### config.mk
export PLATFORM = sky130hd
export DESIGN_NAME = screen_scanner_flat
export DESIGN_NICKNAME = d
export VERILOG_FILES = /design/src/rtl/screen_scanner_pkg.sv /design/src/rtl/screen_scanner_if.sv /design/src/rtl/screen_scanner_scan_timing.sv /design/src/rtl/screen_scanner.sv /design/src/flat_wrapper.sv
export SDC_FILE = /design/constraint.sdc
export NUM_CORES = 1
export LEC_CHECK = 0
export BUFFER_PORTS_ARGS = -buffer_cell sky130_fd_sc_hd__buf_2
export CAP_MARGIN = 20
export CORE_UTILIZATION = 25
export DETAILED_ROUTE_END_ITERATION = 10
export GPL_TIMING_DRIVEN = 0
export PLACE_DENSITY = 0.44
export SYNTH_ARGS = -nofsm -noshare
export SYNTH_HDL_FRONTEND = slang
export SYNTH_SLANG_ARGS = --single-unit
### constraint.sdc
create_clock -name clock -period 2.1 [get_ports clock]
set_input_delay 0.21 -clock clock [delete_from_list [all_inputs] [get_ports clock]]
set_output_delay 0.21 -clock clock [all_outputs]
set_load 0.01 [all_outputs]
### src/rtl/screen_scanner_pkg.sv
// -----------------------------------------------------------------------------
// screen_scanner_pkg
// Shared timing constants, counter types and helpers for the monochrome screen
// scanner. A 512x256 visible raster sits inside a 640x280 total frame. Each
// 16-bit screen word covers 16 horizontally adjacent pixels.
// -----------------------------------------------------------------------------
package screen_scanner_pkg;

    localparam int H_ACTIVE      = 512;
    localparam int H_FP          = 16;
    localparam int H_SYNC        = 64;
    localparam int H_BP          = 48;
    localparam int H_TOTAL       = 640;

    localparam int V_ACTIVE      = 256;
    localparam int V_FP          = 4;
    localparam int V_SYNC        = 4;
    localparam int V_BP          = 16;
    localparam int V_TOTAL       = 280;

    localparam int WORDS_PER_ROW = 32;
    localparam int WORD_BITS     = 16;
    localparam int ADDR_W        = 13;

    typedef logic [9:0]            hcount_t;
    typedef logic [8:0]            vcount_t;
    typedef logic [ADDR_W-1:0]     addr_t;
    typedef logic [WORD_BITS-1:0]  word_t;

    // Per-position decode carried down the output pipeline.
    typedef struct packed {
        logic visible;
        logic hsync;
        logic vsync;
        logic word_start;   // visible and first pixel of a 16-pixel group
    } scan_flags_t;

    // Screen word holding pixel (h, v): row-major, WORDS_PER_ROW words per row.
    function automatic addr_t word_addr(input hcount_t h, input vcount_t v);
        return addr_t'(int'(v) * WORDS_PER_ROW + int'(h) / WORD_BITS);
    endfunction

endpackage

### src/rtl/screen_scanner_if.sv
// -----------------------------------------------------------------------------
// screen_scanner_if
// Read port into the 8K-word screen memory region.
//   scr_addr : word address, qualified by scr_rd
//   scr_rd   : one-clock read strobe
//   scr_data : read word, valid exactly one clock after scr_rd
// master = scanner side, slave = memory side.
// -----------------------------------------------------------------------------
interface screen_scanner_if;
    import screen_scanner_pkg::*;

    addr_t scr_addr;
    logic  scr_rd;
    word_t scr_data;

    modport master (output scr_addr, output scr_rd, input scr_data);
    modport slave  (input scr_addr, input scr_rd, output scr_data);

endinterface

### src/rtl/screen_scanner_scan_timing.sv
// -----------------------------------------------------------------------------
// scan_timing
// Horizontal/vertical raster counters plus visible-area and sync decode.
// Counters advance only on pixel ticks.
// Ports:
//   clock, reset_n : clock and synchronous active-low reset
//   pixel_en       : pixel tick
//   h, v           : current raster position
//   flags          : decode of (h, v): visible, hsync, vsync, word_start
//   last           : (h, v) is the final position of the frame
// Vertical geometry is parameterised (defaults are the production values) so a
// shorter frame can be elaborated; horizontal geometry is fixed by the package.
// -----------------------------------------------------------------------------
module scan_timing
    import screen_scanner_pkg::*;
#(
    parameter int V_ACT    = V_ACTIVE,
    parameter int V_FPORCH = V_FP,
    parameter int V_SLEN   = V_SYNC,
    parameter int V_TOT    = V_TOTAL
) (
    input  logic        clock,
    input  logic        reset_n,
    input  logic        pixel_en,
    output hcount_t     h,
    output vcount_t     v,
    output scan_flags_t flags,
    output logic        last
);

    localparam hcount_t H_LAST   = hcount_t'(H_TOTAL - 1);
    localparam hcount_t H_VIS    = hcount_t'(H_ACTIVE);
    localparam hcount_t HS_START = hcount_t'(H_ACTIVE + H_FP);
    localparam hcount_t HS_END   = hcount_t'(H_ACTIVE + H_FP + H_SYNC);

    localparam vcount_t V_LAST   = vcount_t'(V_TOT - 1);
    localparam vcount_t V_VIS    = vcount_t'(V_ACT);
    localparam vcount_t VS_START = vcount_t'(V_ACT + V_FPORCH);
    localparam vcount_t VS_END   = vcount_t'(V_ACT + V_FPORCH + V_SLEN);

    // NOTE: sequential state uses non-blocking assignments so every register
    // samples pre-edge values regardless of statement order.
    always_ff @(posedge clock) begin
        if (!reset_n) begin
            h <= '0;
            v <= '0;
        end else if (pixel_en) begin
            if (h == H_LAST) begin
                h <= '0;
                v <= (v == V_LAST) ? '0 : v + 9'd1;
            end else begin
                h <= h + 10'd1;
            end
        end
    end

    // NOTE: every always_comb output gets a default first so no path can
    // leave it unassigned and infer a latch.
    always_comb begin
        flags            = '0;
        flags.visible    = (h < H_VIS) && (v < V_VIS);
        flags.hsync      = (h >= HS_START) && (h < HS_END);
        flags.vsync      = (v >= VS_START) && (v < VS_END);
        flags.word_start = flags.visible && (h[3:0] == 4'd0);
    end

    assign last = (h == H_LAST) && (v == V_LAST);

endmodule

### src/rtl/screen_scanner.sv
// -----------------------------------------------------------------------------
// screen_scanner
// Scans a 1-bit-per-pixel screen image out of memory and serialises it with
// registered display-enable and sync outputs.
// Ports:
//   clock, reset_n : clock and synchronous active-low reset (wins over pixel_en)
//   pixel_en       : pixel tick, at most one per clock
//   scr            : screen read port (master)
//   pix            : pixel, 1 = black, forced 0 outside the visible area
//   de             : display enable
//   hsync, vsync   : active-high syncs
//   frame_end      : one-clock pulse on the tick that wraps (639,279)->(0,0)
// Pipeline: tick t issues the read for the word starting at position t; the
// word lands in the fetch register one clock later; registered outputs for
// position t update on tick t+2, when the fetched word is loaded into the
// shift register and its bit 0 goes straight to pix.
// -----------------------------------------------------------------------------
module screen_scanner
    import screen_scanner_pkg::*;
#(
    parameter int V_ACT    = V_ACTIVE,
    parameter int V_FPORCH = V_FP,
    parameter int V_SLEN   = V_SYNC,
    parameter int V_TOT    = V_TOTAL
) (
    input  logic              clock,
    input  logic              reset_n,
    input  logic              pixel_en,
    screen_scanner_if.master  scr,
    output logic              pix,
    output logic              de,
    output logic              hsync,
    output logic              vsync,
    output logic              frame_end
);

    hcount_t     h;
    vcount_t     v;
    scan_flags_t flags;
    logic        last;

    scan_flags_t s1;        // decode of the position one tick back
    scan_flags_t s2;        // decode of the position two ticks back
    logic        rd_q;      // read issued last clock, data on the bus now
    word_t       fetch;
    word_t       shift;

    scan_timing #(
        .V_ACT    (V_ACT),
        .V_FPORCH (V_FPORCH),
        .V_SLEN   (V_SLEN),
        .V_TOT    (V_TOT)
    ) u_timing (
        .clock    (clock),
        .reset_n  (reset_n),
        .pixel_en (pixel_en),
        .h        (h),
        .v        (v),
        .flags    (flags),
        .last     (last)
    );

    // Strobe and frame marker are tied to the tick itself, so they are
    // combinational; reset_n gates them so they are low during reset.
    assign scr.scr_rd   = reset_n & pixel_en & flags.word_start;
    assign scr.scr_addr = word_addr(h, v);
    assign frame_end    = reset_n & pixel_en & last;

    always_ff @(posedge clock) begin
        if (!reset_n) begin
            s1    <= '0;
            s2    <= '0;
            rd_q  <= 1'b0;     // drops any read still in flight
            fetch <= '0;
            shift <= '0;
            pix   <= 1'b0;
            de    <= 1'b0;
            hsync <= 1'b0;
            vsync <= 1'b0;
        end else begin
            // Capture runs on every clock, independent of pixel ticks, so the
            // word is held safely however sparse the ticks are.
            rd_q <= scr.scr_rd;
            if (rd_q) begin
                fetch <= scr.scr_data;
            end

            if (pixel_en) begin
                s1    <= flags;
                s2    <= s1;
                de    <= s2.visible;
                hsync <= s2.hsync;
                vsync <= s2.vsync;
                if (s2.word_start) begin
                    // First column of a group: take bit 0 now, keep the rest.
                    pix   <= fetch[0];
                    shift <= fetch >> 1;
                end else begin
                    pix   <= s2.visible & shift[0];
                    shift <= shift >> 1;
                end
            end
        end
    end

endmodule
### src/flat_wrapper.sv
// flat-port wrapper written by rule: the top's interface ports become plain ports
module screen_scanner_flat import screen_scanner_pkg::*;
#(
    parameter int V_ACT    = V_ACTIVE,
    parameter int V_FPORCH = V_FP,
    parameter int V_SLEN   = V_SYNC,
    parameter int V_TOT    = V_TOTAL
)
  (clock, reset_n, pixel_en, pix, de, hsync, vsync, frame_end, scr_scr_addr, scr_scr_rd, scr_scr_data);
  screen_scanner_if scr_i ();
  input  logic clock;
  input  logic reset_n;
  input  logic pixel_en;
  output logic pix;
  output logic de;
  output logic hsync;
  output logic vsync;
  output logic frame_end;
  output wire logic [$bits(scr_i.scr_addr)-1:0] scr_scr_addr;
  output wire logic [$bits(scr_i.scr_rd)-1:0] scr_scr_rd;
  input wire logic [$bits(scr_i.scr_data)-1:0] scr_scr_data;
  assign scr_scr_addr = scr_i.scr_addr;
  assign scr_scr_rd = scr_i.scr_rd;
  assign scr_i.scr_data = scr_scr_data;
  screen_scanner #(.V_ACT(V_ACT), .V_FPORCH(V_FPORCH), .V_SLEN(V_SLEN), .V_TOT(V_TOT)) u_core (.clock(clock), .reset_n(reset_n), .pixel_en(pixel_en), .scr(scr_i), .pix(pix), .de(de), .hsync(hsync), .vsync(vsync), .frame_end(frame_end));
endmodule
==> impl.org <==
** Outcome
- Status :: finished, violations left
- Failing checks :: DRC

** STA
- Hold Vio Cnt, Final :: 0
- Final number of max-transition violations :: 0
- Between clock sinks in the finished design, the worst skew comes to 5.98 ps.
- RSZ-0062 raised after global routing :: no
- The clock period could shrink to 1990 ps.
- Of the available clock period, the critical path in the final layout requires 94.6%.
- Setup violations remaining at the end of the flow were counted as 0.
- Slew at the pin closest to its max-slew limit :: 587 ps
- Total Negative Setup Slacks :: 0 ps
- Derived from the worst setup path, the maximum achievable clock frequency is 503 MHz.
- Once routing completed, OpenROAD measured the worst setup slack at 113 ps.
- Headroom to the max-slew limit came out at 60.9%.

** Final layout
- Nets :: 372
- Compared with the post-synthesis result, the final layout area differs by 23.4%.
- Antenna cells :: 0
- Fraction of layout instances using a drive strength above 1 :: 22.4%
- In the final layout, flip-flops and latches occupy 1260 um2.
- Number of fill cells in the layout :: 1223
- Area of the multi-input gates :: 1570 um2
- Commonest non-fill, non-tap cell in the layout :: sky130_fd_sc_hd__dfxtp_1
- Final std cell area, no fill :: 3690 um2
- The library cells used most frequently in the layout, excluding fill and tap cells, are 62 x sky130_fd_sc_hd__dfxtp_1, 39 x sky130_fd_sc_hd__buf_2, 39 x sky130_fd_sc_hd__mux2i_1.

** Yosys
- In the synthesized netlist the dominant register cell turns out to be sky130_fd_sc_hd__dfxtp_1.
- Number of synthesized flops with an enable pin :: 0
- Post-Synth Adder-Cell Area :: 2.09%
- Synthesized area divided by synthesized cell count :: 9.97 um2
- In the synthesized netlist, the number of instances is 300.
- Register area share after synthesis :: 42.2%
- During synthesis, Yosys emitted a total of 0 warnings.
- Main combinational cell family by area after synthesis :: simple AND/OR/NAND/NOR gates
- Number of library cell types mapped by synthesis :: 43
- Synthesis inferred 63 register bits.
- After synthesis, the share of flip-flops with an asynchronous set or reset is 0%.
- Basic-gate share of the synthesized area counting and, or, nand and nor cells :: 21.8%
- Synthesized netlist net count :: 324
- Mux cell area share after synthesis :: 13.1%
- After Yosys synthesis, XOR and XNOR cells account for 5.86% of the synthesized area.
- Summing the areas of all compound-gate instances in the mapped netlist gives 8.95% of the synthesized area.
- The cell area that synthesis handed to floorplanning was 2990 um2.

** Setup path
- The slowest stage of the critical path is the sky130_fd_sc_hd__dfxtp_1 cell.
- Gate family responsible for the most delay along the worst path :: simple AND/OR/NAND/NOR gates
- Number of buffers and inverters on the critical path :: 2
- Cell mode on critical path :: sky130_fd_sc_hd__and3_1
- For the worst setup path, the data required time is 1890 ps.
- Element type at the critical path end :: output port
- The critical path is of the flop to output port type.
- Cells along the critical path :: ha_4 -> and3_1 -> buf_4 -> and3_2 -> and3_1 -> buf_2
- Worst endpoint data arrival time :: 1780 ps
- Max FO, Critical Path :: 7
- STA classifies the critical path startpoint as a flop.
- For this run, the slowest stage of the critical path takes 410 ps.

** Clocking
- CTS hold repair buffers :: 0
- Number of buffers created by CTS :: 9
- Clk sinks :: 63
- The tree is rooted in a sky130_fd_sc_hd__clkbuf_16.
- The H-tree was split into 3 levels.
- Clock transition at the registers of the reported paths :: 50 ps
- Clock tree from TritonCTS :: built
- The clock passes through at most 2 buffers.
- At the later pin of the worst-skew pair, clock insertion delay measures 330 ps.

** Floorplanning
- 38 I/O pins were placed.
- Die span in y :: 111 um
- Die Span X :: 111 um
- Row count :: 39
- Die ar. :: 12400 um2
- The initial utilization of the core area, before any placement, comes to 26.0%.
- Std-Cell Core Area :: 11500 um2

** Place
- At the end of routability-driven placement, the weighted congestion stood at 0.703.
- Input and output buffers added on the ports amount to 35.
- After detailed placement, the total cell area comes to 3340 um2.
- OpenSTA, run right after detailed placement, puts the worst setup slack at 260 ps.
- Once detailed placement completed, the half-perimeter wirelength came to 4620 um.

** Pwr
- Static leakage power :: 1.59 nW
- Net switching power :: 0.668 mW
- VDD sags by at most 0.306 mV.
- Power share of the combinational group :: 6.7%
- Power spread over the standard cell area amounts to 810 nW/um2.
- Fraction of power spent switching nets :: 22.4%
- Part of the total power dissipated in sequential elements :: 42.5%
- The clock network is responsible for 50.8% of the overall power.
- Internal power comes to 2.32 mW.

** Routing
- In the final routed layout, each cell accounts on average for 13.1 um.
- After detailed routing, the number of vias per cell comes to 4.38.
- Antenna viol nets, final :: 0
- In the routed design, unresolved DRC markers number 4.
- Total wire length :: 6500 um
- The first routing iteration left 66 violations.
- Router iterations before antenna repair :: 9
- Summing over every cut layer, the via total after detailed routing is 2174.

** Hold path
- The min-delay analysis places its worst path in the category primary input to flop.

** Job
- Across the run, the number of max-cap violations was 0.

** Global routing
- The number of global-route vias before repair came to 2147.
- Total track usage :: 11.5%
- Initial antenna violation count :: 0
- The first global-routing pass estimated 11000 um of wire.
- Entering global routing, the biggest net connects 12 pins.
- Grt total ovfl :: 0
kinds of logic after synthesis:
kind of cell,after synthesis
DFF,63
and+or+nand+nor,113
xor gates and xnor gates,20
AOI/OAI and AO/OA,30
buffers and inverters,30
muxes,39
adders and majority gates,5
power groups by stage:
stage / sequential, mW / combinational (mW) / clock (mW)
2_1_floorplan: 1.29 / 0.148 / 0
3_3_place_gp: 1.29 / 0.200 / 0
3_5_place_dp: 1.29 / 0.203 / 0
4_1_cts: 1.27 / 0.205 / 1.55
5_1_grt: 1.28 / 0.227 / 1.62
6_report: 1.27 / 0.200 / 1.52
flip-flops by register name, summed over array words and instances, names as in the netlist, 4 cells and up:
register	flops
u_core.s2	4
u_core.s1	4
u_core.u_timing.v	9
u_core.shift	15
u_core.u_timing.h	10
u_core.fetch	16
worst min-delay path, cell delays in order:
cell	delay (ps)
sky130_fd_sc_hd__buf_2	70
sky130_fd_sc_hd__mux2i_1	50
sky130_fd_sc_hd__nor2b_1	90
stage by stage:
stage	total power, mW	hold WS [ps]	std cells	util (%)
after floorplan	1.43	379	300	-
after global placement	1.49	443	478	29.0
after detailed placement	1.50	452	478	29.0
after CTS	3.03	129	494	31.8
after global routing	3.13	142	496	32.1
final	2.99	139	496	32.1
cells in the mapped netlist, types with 2 or more instances:
library cell / number / share of area (%)
sky130_fd_sc_hd__nand4_4: 2 / 1.4
sky130_fd_sc_hd__nand2b_1: 4 / 0.84
sky130_fd_sc_hd__nor3_1: 3 / 0.50
sky130_fd_sc_hd__o211a_1: 15 / 5.0
sky130_fd_sc_hd__buf_2: 5 / 0.84
sky130_fd_sc_hd__buf_4: 5 / 1.3
sky130_fd_sc_hd__nor2_1: 16 / 2.0
sky130_fd_sc_hd__xor2_1: 7 / 2.1
sky130_fd_sc_hd__inv_1: 3 / 0.38
sky130_fd_sc_hd__buf_6: 6 / 2.3
sky130_fd_sc_hd__xnor2_1: 13 / 3.8
sky130_fd_sc_hd__mux2i_1: 39 / 13
sky130_fd_sc_hd__and2_1: 4 / 0.84
sky130_fd_sc_hd__nor4b_1: 2 / 0.59
sky130_fd_sc_hd__nand3_1: 11 / 1.8
sky130_fd_sc_hd__a21boi_0: 3 / 0.75
sky130_fd_sc_hd__nand4_1: 6 / 1.3
sky130_fd_sc_hd__and4_1: 2 / 0.59
sky130_fd_sc_hd__dfxtp_1: 63 / 42
sky130_fd_sc_hd__clkbuf_1: 10 / 1.3
sky130_fd_sc_hd__a21oi_1: 3 / 0.50
sky130_fd_sc_hd__nand2_1: 27 / 3.4
sky130_fd_sc_hd__nor2b_1: 25 / 5.2
sky130_fd_sc_hd__ha_1: 5 / 2.1
sky130_fd_sc_hd__and3_1: 3 / 0.63
final timing paths:
path | end | depth (start not counted) | from | slack, ps
max | frame_end | 6 | u_core.u_timing.h[1]$_SDFFE_PN0P_ | 110
min | u_core.fetch[0]$_SDFFE_PN0P_ | 3 | scr_scr_data[0] | 140
max reg2reg | u_core.u_timing.v[5]$_SDFFE_PN0P_ | 5 | u_core.u_timing.h[9]$_SDFFE_PN0P_ | 350
min reg2reg | u_core.s1[0]$_SDFFE_PN0P_ | 2 | u_core.s1[0]$_SDFFE_PN0P_ | 470
cell type report:
cell class,count,share of cell area (%)
clock inverter,5,1.53
buffer,27,4.71
inverter,3,0.305
multi-input combinational,207,42.4
sequential,63,34.2
timing repair buffer,37,5.15
tap,143,4.85
clock buffer,11,6.85
timing repair:
item | in CTS | in global routing
setup endpoints to repair | 1 | 2
pin swaps | 0 | 0
resized for setup | 2 | 3
setup buffers | 0 | 2
per-layer routing:
layer / GRT usage (%) / wire length, um / vias up / share of wire [%]
li1: - / - / 1132 / -
met3: 2.12 / 222 / 13 / 3.4
met2: 17.3 / 2860 / 34 / 44
met4: 7.03 / 172 / 0 / 2.6
met5: 0 / 0 / - / 0
met1: 15.2 / 3240 / 995 / 50
(Power assumes the default switching activity.)
